<file path="src/rtl/uart_tx_param.sv">
// uart_tx_param
// Parametrised serial frame transmitter: start bit, DATA_W data bits
// (MSB or LSB first), optional even/odd parity bit, then 1 or 2 stop bits.
// Each bit is held for CLKS_PER_BIT clock cycles.
//
// Ports
//   clk        : system clock, rising edge
//   rst        : synchronous active-high reset (priority over all inputs)
//   data_in    : word to send, captured on the accept edge only
//   data_valid : producer has a word
//   data_ready : high in IDLE (and not in reset); accept = valid && ready
//   tx         : serial output, idles at 1 (mark)
//   busy       : frame in progress
//   done       : one-cycle pulse on the last cycle of the final stop bit
module uart_tx_param #(
  parameter int DATA_W       = 8,
  parameter int CLKS_PER_BIT = 3,
  parameter int PARITY       = 0,
  parameter int STOP_BITS    = 1,
  parameter int MSB_FIRST    = 1
) (
  input  logic              clk,
  input  logic              rst,
  input  logic [DATA_W-1:0] data_in,
  input  logic              data_valid,
  output logic              data_ready,
  output logic              tx,
  output logic              busy,
  output logic              done
);

  generate
    if (DATA_W < 1 || DATA_W > 16 || CLKS_PER_BIT < 1 ||
        PARITY < 0 || PARITY > 2 ||
        (STOP_BITS != 1 && STOP_BITS != 2) ||
        MSB_FIRST < 0 || MSB_FIRST > 1) begin : g_param_check
      $error("uart_tx_param: illegal parameter value");
    end
  endgenerate

  localparam int BAUD_W = (CLKS_PER_BIT > 1) ? $clog2(CLKS_PER_BIT) : 1;
  localparam int BIT_W  = (DATA_W > 2) ? $clog2(DATA_W) : 1;
  localparam logic [BAUD_W-1:0] BAUD_LAST = BAUD_W'(CLKS_PER_BIT - 1);
  localparam logic [BIT_W-1:0]  DATA_LAST = BIT_W'(DATA_W - 1);
  localparam logic [BIT_W-1:0]  STOP_LAST = BIT_W'(STOP_BITS - 1);

  typedef enum logic [2:0] {
    S_IDLE,
    S_START,
    S_DATA,
    S_PAR,
    S_STOP
  } state_t;

  state_t            state, state_nxt;
  logic [BAUD_W-1:0] baud_cnt;
  logic [BIT_W-1:0]  bit_cnt;
  logic [DATA_W-1:0] shreg;
  logic              par_bit;
  logic              baud_wrap;
  logic              accept;
  logic              cur_bit;

  // Even parity is the XOR of the word; odd parity is its inverse.
  function automatic logic calc_parity(input logic [DATA_W-1:0] d);
    return (^d) ^ (PARITY == 2);
  endfunction

  assign baud_wrap = (baud_cnt == BAUD_LAST);
  assign cur_bit   = (MSB_FIRST == 1) ? shreg[DATA_W-1] : shreg[0];

  always_comb begin
    state_nxt  = state;
    tx         = 1'b1;
    data_ready = 1'b0;
    done       = 1'b0;
    accept     = 1'b0;
    busy       = (state != S_IDLE) && !rst;
    case (state)
      S_IDLE: begin
        data_ready = !rst;
        if (data_valid && !rst) begin
          accept    = 1'b1;
          state_nxt = S_START;
        end
      end
      S_START: begin
        tx = 1'b0;
        if (baud_wrap) state_nxt = S_DATA;
      end
      S_DATA: begin
        tx = cur_bit;
        if (baud_wrap && bit_cnt == DATA_LAST)
          state_nxt = (PARITY != 0) ? S_PAR : S_STOP;
      end
      S_PAR: begin
        tx = par_bit;
        if (baud_wrap) state_nxt = S_STOP;
      end
      S_STOP: begin
        if (baud_wrap && bit_cnt == STOP_LAST) begin
          done      = !rst;
          state_nxt = S_IDLE;
        end
      end
      default: state_nxt = S_IDLE;
    endcase
  end

  // Control: state, baud counter and bit counter (reset applies here only).
  // bit_cnt indexes data bits in DATA and stop bits in STOP; it clears on
  // every state change so each phase starts counting from zero.
  always_ff @(posedge clk) begin
    if (rst) begin
      state    <= S_IDLE;
      baud_cnt <= '0;
      bit_cnt  <= '0;
    end else begin
      state <= state_nxt;
      if (state == S_IDLE || baud_wrap)
        baud_cnt <= '0;
      else
        baud_cnt <= baud_cnt + BAUD_W'(1);
      if (state_nxt != state)
        bit_cnt <= '0;
      else if (baud_wrap && (state == S_DATA || state == S_STOP))
        bit_cnt <= bit_cnt + BIT_W'(1);
    end
  end

  // Datapath: word and parity captured at accept, shifted once per data bit.
  always_ff @(posedge clk) begin
    if (accept) begin
      shreg   <= data_in;
      par_bit <= calc_parity(data_in);
    end else if (state == S_DATA && baud_wrap) begin
      if (MSB_FIRST == 1)
        shreg <= {shreg[DATA_W-2 >= 0 ? DATA_W-2 : 0:0], 1'b0} >> ((DATA_W == 1) ? 1 : 0);
      else
        shreg <= shreg >> 1;
    end
  end

endmodule
</file>
<file path="config.mk">
export PLATFORM = sky130hd
export DESIGN_NAME = uart_tx_param
export DESIGN_NICKNAME = d
export VERILOG_FILES = /design/src/rtl/uart_tx_param.sv
export SDC_FILE = /design/constraint.sdc
export NUM_CORES = 1
export LEC_CHECK = 0
export CORE_ASPECT_RATIO = 1.1
export CORE_MARGIN = 2
export CORE_UTILIZATION = 50
export DETAILED_ROUTE_END_ITERATION = 12
export GPL_ROUTABILITY_DRIVEN = 0
export PLACE_DENSITY = 0.75
export SLEW_MARGIN = 15
export SYNTH_ARGS = -nofsm -noshare
export SYNTH_HDL_FRONTEND = slang
export SYNTH_SLANG_ARGS = --single-unit
</file>
<file path="constraint.sdc">
create_clock -name clk -period 3.5 [get_ports clk]
set_input_delay 0.7 -clock clk [delete_from_list [all_inputs] [get_ports clk]]
set_output_delay 0.7 -clock clk [all_outputs]
set_load 0.005 [all_outputs]
</file>
==> After elaboration in Yosys (flattened, before gate mapping) <==
Cells that the tools add are included.
{ "classes": {"addsub": 2, "n_eq_ne": 7, "mux": 14, "reduce_logical": 16} }
{ "ops": {"columns": ["op", "count"], "rows": [
  ["$mux 8", 2],
  ["$mux 3", 5],
  ["$pmux 3 s5", 1],
  ["$reduce_xor 8->1", 1],
  ["$eq 3x2->1 const B", 2],
  ["$eq 3x3->1 const B", 2],
  ["$logic_and 1x1->1", 6],
  ["$logic_not 3->1", 2],
  ["$mux 1", 5],
  ["$reduce_or 2->1", 2],
  ["$add 3x1->3 const B", 1],
  ["$eq 3x1->1 const B", 1],
  ["$ne 3x3->1", 1],
  ["$pmux 1 s3", 1],
  ["$reduce_bool 3->1", 1],
  ["$add 2x1->2 const B", 1],
  ["$eq 2x2->1 const B", 1],
  ["$logic_or 1x1->1", 2],
  ["$reduce_bool 2->1", 1],
  ["$logic_not 1->1", 1]
]} }
{ "word_totals": {"regBits": 17, "input_bits": 11, "output_inout_bits": 4, "elab_cells": 44} }

==> Longest topological paths before layout <==
{ "depth": {"word_depth": 6, "mapped_depth": 6, "ltp_nobuf": 5} }

==> Least setup slack after synthesis <==
No wires, ideal clock.
{ "synth_path": {"path_kind": "input to output", "start": "input port rst", "end": "output port done", "t_arrival_ps": 1249, "required_time_ps": 2800, "path_slack_ps": 1551, "path_stages": 3, "n_path_buf": 1, "cell_sequence": "buf_2 nor2_1 nor4b_1"} }
{ "synth_between": {"elab_chain_len": 3} }
{ "synth_lines": {"columns": ["element", "line", "text"], "rows": [
  ["start: declaration", "23", "input logic rst,"],
  ["$logic_not 1->1", "102", "done = !rst;"],
  ["$mux 1", "101", "if (baud_wrap && bit_cnt == STOP_LAST) begin"],
  ["$mux 1", "79", "case (state)"],
  ["end: declaration", "29", "output logic done"]
]} }
No other way between the ends.

==> Worst setup path after layout <==
Ends and elaborated chain as after synthesis.

==> out/metrics.csv <==
stage,metric,value,unit
run_status,status,"complete, no violations",
grt,grt met1 use,20.6,%
power,Clk pwr share,26.7,%
critical_path,CP arrival,2.31,ns
yosys,Synth Warn #,0,
sta,Highest Clock Rate,333,MHz
drt,1st-pass router iterations,4,
worst_hold_path,worst min-delay path startpoint,baud_cnt[0],
yosys,Avg Inst Size Synth,10.8,sq um
grt,vias in the first global route,646,
drt,Antenna Violating Nets Remaining,0,
run,max cap viols,0,
cts,TritonCTS Buffers,3,
critical_path,"Worst Path Class, Setup",in -> out,
grt,M3 GR Usage,4.40,%
grt,gr usage total,16.4,%
grt,GRT Max-Usage Layer,met2,
cts,clock slew at reported path FFs,0.10,ns
sta,Slew @ Worst Pin,0.727,ns
drt,Total Routed Length,1600,um
cts,CTS root buffer,clkbuf_4,
power,sw frac,23.1,%
drt,number of DRC markers in iteration 0,8,
grt,initial antenna violation count,0,
finish,ant diodes,0,
power,sequential share of power,57.9,%
critical_path,Crit path largest cell delay,0.59,ns
power,Comb power frac,15.4,%
sta,Final Max Slew Viols,0,
place,DP Wirelength,1160,um
power,leakage,0.000398,uW
critical_path,"Top cell by count, worst path",clkdlybuf4s50_1,
drt,DR vias,688,
floorplanning,num rows,16,
grt,global route overflow,0,
place,I/O Buffers,14,
floorplanning,core area,1780,sq um
finish,layout cell share with drive strength beyond 1,12.9,%
sta,Tcrit/Tclk final,85.9,%
power,P per Cell Area,349,nW/um^2
grt,wire length of the first global-routing pass,2680,um
floorplanning,die height,49.7,um
critical_path,Critical Path Source Type,input port,
sta,RSZ-0062 raised after global routing,no,
critical_path,R2R Path End,shreg[3],
finish,Final Non-Filler Cells,119,
cts,CTS tree,built,
floorplanning,Initial Utilization,53.2,%
worst_hold_path,end of the worst hold path,baud_cnt[0],
cts,# resized after CTS,0,
critical_path,crit-path cells,clkdlybuf4s50_1 > nor2_1 > nor4b_1 > clkdlybuf4s50_1,
yosys,Yosys reg bits,17,
drt,drt wl/cell,13.4,um
cts,hold buffer count at cts,0,
critical_path,Crit. End Element,output pin,
worst_hold_path,HP Class,reg -> reg,
place,placed cell count,115,
power,Int Pwr,300,uW
floorplanning,Die Area,2260,sq um
yosys,Mapped Cells,88,
grt,routing usage on met2,26.1,%
cts,post-CTS setup buffers,0,
drt,Residual DRC,0,
power,Sw Pwr,90.0,uW
grt,largest net degree at the start of global routing,15,
power,VDD IR max,0.244,mV
sta,Final Setup Violations,0,
critical_path,WP data required,2.80,ns
yosys,Yosys cell types,33,
critical_path,Reg2Reg Depth,4,
worst_hold_path,Hold Path Depth,1,
critical_path,R2R setup slack,1.68,ns
cts,clock tree buffer depth,2,
floorplanning,chip width,45.5,um
sta,clk_skew,0.00737,ns
finish,Layout Nets,117,
yosys,sequential share of the synthesized area,45.4,%
sta,Tmin final,3.01,ns
floorplanning,num ports,15,
cts,TritonCTS Sinks,17,
sta,final hold violations,0,
sta,slew margin rel.,51.2,%
yosys,"Net Count, Synth",103,
yosys,synthesized cell area,947,sq um
drt,vias per cell,5.78,
critical_path,Crit-path slowest cell,clkdlybuf4s50_1,
sta,WHS,0.428,ns
cts,H-tree depth,1,
critical_path,CP max FO,9,
critical_path,R2R Path Start,baud_cnt[0],
cts,clk_lat worst skew,0.29,ns
finish,Area Growth Syn to Fin,18.0,%
sta,setup TNS,0,ns
power,"Power, Total",390,uW
==> power groups by stage <==
| stage | combinational (uW) | clock (uW) | sequential, uW |
|---|---|---|---|
| after floorplan | 38.9 | 0 | 227 |
| after global placement | 58.9 | 0 | 230 |
| after detailed placement | 59.9 | 0 | 230 |
| after CTS | 60.0 | 109 | 226 |
| after global routing | 66.2 | 114 | 227 |
| final | 60.0 | 104 | 226 |
==> worst max-delay path by stage <==
stage          from  cells past startpoint  slack, ns   end
2_1_floorplan   rst                      3       1.55  done
3_3_place_gp    rst                      4       0.53  done
3_5_place_dp    rst                      4       0.52  done
4_1_cts         rst                      4       0.51  done
5_1_grt         rst                      4       0.34  done
6_report        rst                      4       0.49  done
==> sequential cells by signal, indices dropped and copies added (netlist names) <==
signal / cells
bit_cnt: 3
par_bit: 1
state: 3
shreg: 8
baud_cnt: 2
==> layout make-up <==
cell class / count / area [sq um]
sequential: 17 / 430
clock buffer: 4 / 26.3
inverter: 7 / 26.3
timing repair buffer: 14 / 140
multi-input combinational: 59 / 472
fill: 145 / 664
tap: 18 / 22.5
==> synthesized netlist by cell type <==
| cell | n | share of area, % |
|---|---|---|
| dfxtp_1 | 8 | 17 |
| o31ai_1 | 1 | 0.79 |
| a2bb2oi_1 | 1 | 0.92 |
| nor2b_1 | 1 | 0.66 |
| a311oi_1 | 1 | 0.92 |
| nor4b_1 | 1 | 0.92 |
| edfxtp_1 | 9 | 29 |
| a21oi_1 | 3 | 1.6 |
| nand3_1 | 3 | 1.6 |
| nor3b_1 | 1 | 0.79 |
| buf_2 | 4 | 2.1 |
| inv_1 | 7 | 2.8 |
| o2bb2ai_1 | 1 | 0.92 |
| and3b_1 | 1 | 0.92 |
| a31oi_1 | 1 | 0.66 |
| nor2_1 | 4 | 1.6 |
| o211ai_1 | 1 | 0.79 |
| xor2_1 | 2 | 1.8 |
| xnor2_1 | 7 | 6.5 |
| ha_1 | 4 | 5.3 |
| and3_1 | 1 | 0.66 |
| a311o_1 | 1 | 1.1 |
| mux2_2 | 7 | 8.3 |
| nor4_1 | 2 | 1.3 |
| nand2_1 | 2 | 0.79 |
| clkbuf_1 | 1 | 0.40 |
| a211oi_1 | 3 | 2.4 |
| o21ai_0 | 4 | 2.1 |
| nand3b_1 | 1 | 0.79 |
| nor4_4 | 1 | 2.2 |
| nand2_4 | 1 | 1.2 |
| nand2b_1 | 1 | 0.66 |
| nor3_1 | 2 | 1.1 |
==> cells by family after synthesis <==
logic type               count (synthesis)  synth area share [%]
buffers and inverters                   12                  5.28
multiplexers                             7                  8.32
adder cells (fa/ha/maj)                  4                  5.28
AND/OR/NAND/NOR                         22                  15.2
flip-flops                              17                  45.4
XOR/XNOR                                 9                  8.32
AO/OA/AOI/OAI                           17                  12.2
==> worst max-delay path, delay by kind of cell <==
kind | cells | cell delay, ns
and+or+nand+nor | 2 | 0.46
buffers and inverters | 2 | 1.14
==> stage by stage <==
step / utilization [%] / worst slack (ns) / instance area (sq um)
final: 62.7 / 0.493 / 1120
after CTS: 62.4 / 0.513 / 1110
after detailed placement: 61.0 / 0.521 / 1090
after global routing: 62.7 / 0.343 / 1120
after global placement: 61.0 / 0.534 / 1090
after floorplan: - / 1.55 / 947
==> cell usage in the layout (no fill, tap or decap), types with 3 or more instances in the layout <==
master	n
a211oi_1	3
a21oi_1	3
clkbuf_4	3
clkdlybuf4s50_1	14
dfxtp_1	8
edfxtp_1	9
ha_1	4
inv_1	7
mux2_2	7
nand3_1	3
nor2_1	4
o21ai_0	4
xnor2_1	7
==> layer usage <==
layer | vias up | routed length [um]
met3 | 2 | 51
met4 | 0 | 15
met2 | 14 | 774
li1 | 349 | -
met5 | - | 0
met1 | 323 | 757
Note: power is estimated with default switching activity, not from simulation.
==> patch: new RTL, same settings <==
The parameter `DATA_W` goes from 8 to 16.
--- a/src/rtl/uart_tx_param.sv
+++ b/src/rtl/uart_tx_param.sv
@@ -15,3 +15,3 @@
 module uart_tx_param #(
-  parameter int DATA_W       = 8,
+  parameter int DATA_W       = 16,
   parameter int CLKS_PER_BIT = 3,
Ports: changed (resized data_in); port bits go from 15 to 23. The function was not compared with the original's and may differ.
==> patch against the unedited design <==
Design area is 49% higher. Critical path type is now flop to primary output. First-iteration DRC count grew to 3.5 times the old value. Total power is 53% higher. Worst setup slack worse by 0.048 ns. Combinational power is 85% higher. Sequential cell count is 9 higher. Critical path depth is 1 higher. Clock skew is 0.0052 ns lower. Die area is 44% higher. Synthesized area is 49% higher. Synthesized cell count is 28% higher. Routed wire length is 48% higher. Largest power group unchanged.
==> patch: results (changes against the unedited design) <==
* Largest net degree at the start of global routing at 20 (+5)
* Pre-CTS worst setup slack at 0.5306 ns (+0.009513 ns)
* Worst Path Max Fanout at 11 (+2)
* Synth top area cells: edfxtp_1 36%, dfxtp_1 13%, xnor2_1 11%
* Synth Net Count at 135 (+31%)
* Final net count at 157 (+34%)
* Buffers on Ports at 22 (+8)
* Most frequent cells after synthesis: 18 x xnor2_1, 17 x edfxtp_1, 9 x dfxtp_1, 9 x mux2_2, 7 x nor2_1
* Critical Path Max Stage Delay at 0.54 ns (-0.05 ns)
* Seq/Total Area, Yosys at 0.4907 (+0.03624)
* Max VDD drop at 281.9 µV (+16%)
* First-pass GRT wire length at 3919 µm (+46%)
* Clock Skews at 0.002204 ns (-0.005166 ns)
* Filler cell count at 247 (+70%)
* Met1 GRT Util at 0.2284 (+0.02230)
* Worst slew pin tran at 0.4981 ns (-0.2291 ns)
* Worst path top cell family by delay: simple AND/OR/NAND/NOR gates
* GR Util met2 at 0.2704 (+0.009845)
* Post-synth cell types at 34 (+3.0%)
* Status: completed
* Cts bufs inserted at 3 (unchanged)
* DRT iter0 DRCs at 28 (+20)
* R2R Path End: shreg[9]
* Mapped Cells at 113 (+28%)
* Post-DP Area at 1634 µm² (+50%)
* GRT Total Usage at 0.1690 (+0.004890)
* Reg-to-reg critical path startpoint: state[0]
* M3 GR Usage at 0.02500 (-0.01896)
* Avg Vias per Cell at 5.365 (-7.2%)
* R2r setup slk at 1.66 ns (-0.02 ns)
* YS warnings at 0 (unchanged)
* FF-to-FF path depth at 4 (unchanged)
* Leak at 0.5981 nW (+50%)
* Share of cells above drive strength 1 at 0.1642 (+0.03547)
* Fin cells at 167 (+40%)
* Asr flop ratio synth at 0 (unchanged)
* Post-synth EDFFs at 17 (+8)
* Biggest regs: shreg: 16 flops, bit_cnt: 4 flops, state: 3 flops
* Per-cell routed wire length at 14.16 µm (+5.5%)
* Reg clk slew, reported paths at 0.14 ns (+0.04 ns)
* Vias in the first global route at 865 (+34%)
* Clk buf depth at 2 (unchanged)
* Clk_lat worst skew at 0.31 ns (+0.02 ns)
* Hpwl dp at 1773 µm (+53%)
patch: per-layer routing:
metal	vias to the layer above	wire (µm)	part of all wire
met5	-	0	0
met4	0	27	0.011
met3	4	87	0.037
met2	19	1172	0.50
met1	426	1078	0.46
li1	447	-	-
patch: logic make-up after synthesis:
| family | synth area share |
|---|---|
| simple gates | 0.1289 |
| flops | 0.4907 |
| xor+xnor | 0.1182 |
| mux | 0.1431 |
| buf+inv | 0.04356 |
| compound gates | 0.04889 |
| fa+ha+maj | 0.02667 |
patch: worst register-to-register path: cells and delay by family (launching register included):
kind | cells | cell delay [ns]
buf+inv | 1 | 0.25
simple gates | 2 | 0.68
compound gates | 1 | 0.15
flops | 1 | 0.48
patch: metrics by stage:
step | hold WS, ns | total power [mW]
CTS | 0.4390 | 0.6027
finish | 0.4355 | 0.5952
global route | 0.4714 | 0.6227
floorplan | 0.4007 | 0.4332
detailed placement | 0.4196 | 0.4730
global placement | 0.4118 | 0.4697
patch: how the worst max path moves through the flow:
stage	startpoint	to	slack (ns)	cells past startpoint
finish	baud_cnt[0]	done	0.44	5
global placement	rst	data_ready	0.59	3
CTS	baud_cnt[0]	done	0.42	5
detailed placement	rst	data_ready	0.53	3
global route	baud_cnt[0]	done	0.26	5
floorplan	rst	shreg[0]	1.04	5
patch: power by group:
| group | leakage, nW | switching (mW) | internal (mW) |
|---|---|---|---|
| logic | 0.351 | 0.0436 | 0.0676 |
| registers | 0.232 | 0.00695 | 0.347 |
| clock network | 0.0150 | 0.0858 | 0.0446 |
patch: cell type report:
cell class	instances	area, µm²	area share
Sequential cell	26	690.7	0.4160
Multi-Input combinational cell	76	655.6	0.3949
Timing Repair Buffer	23	227.7	0.1372
Tap cell	33	41.29	0.02487
Clock buffer	4	26.28	0.01583
Inverter	5	18.77	0.01130
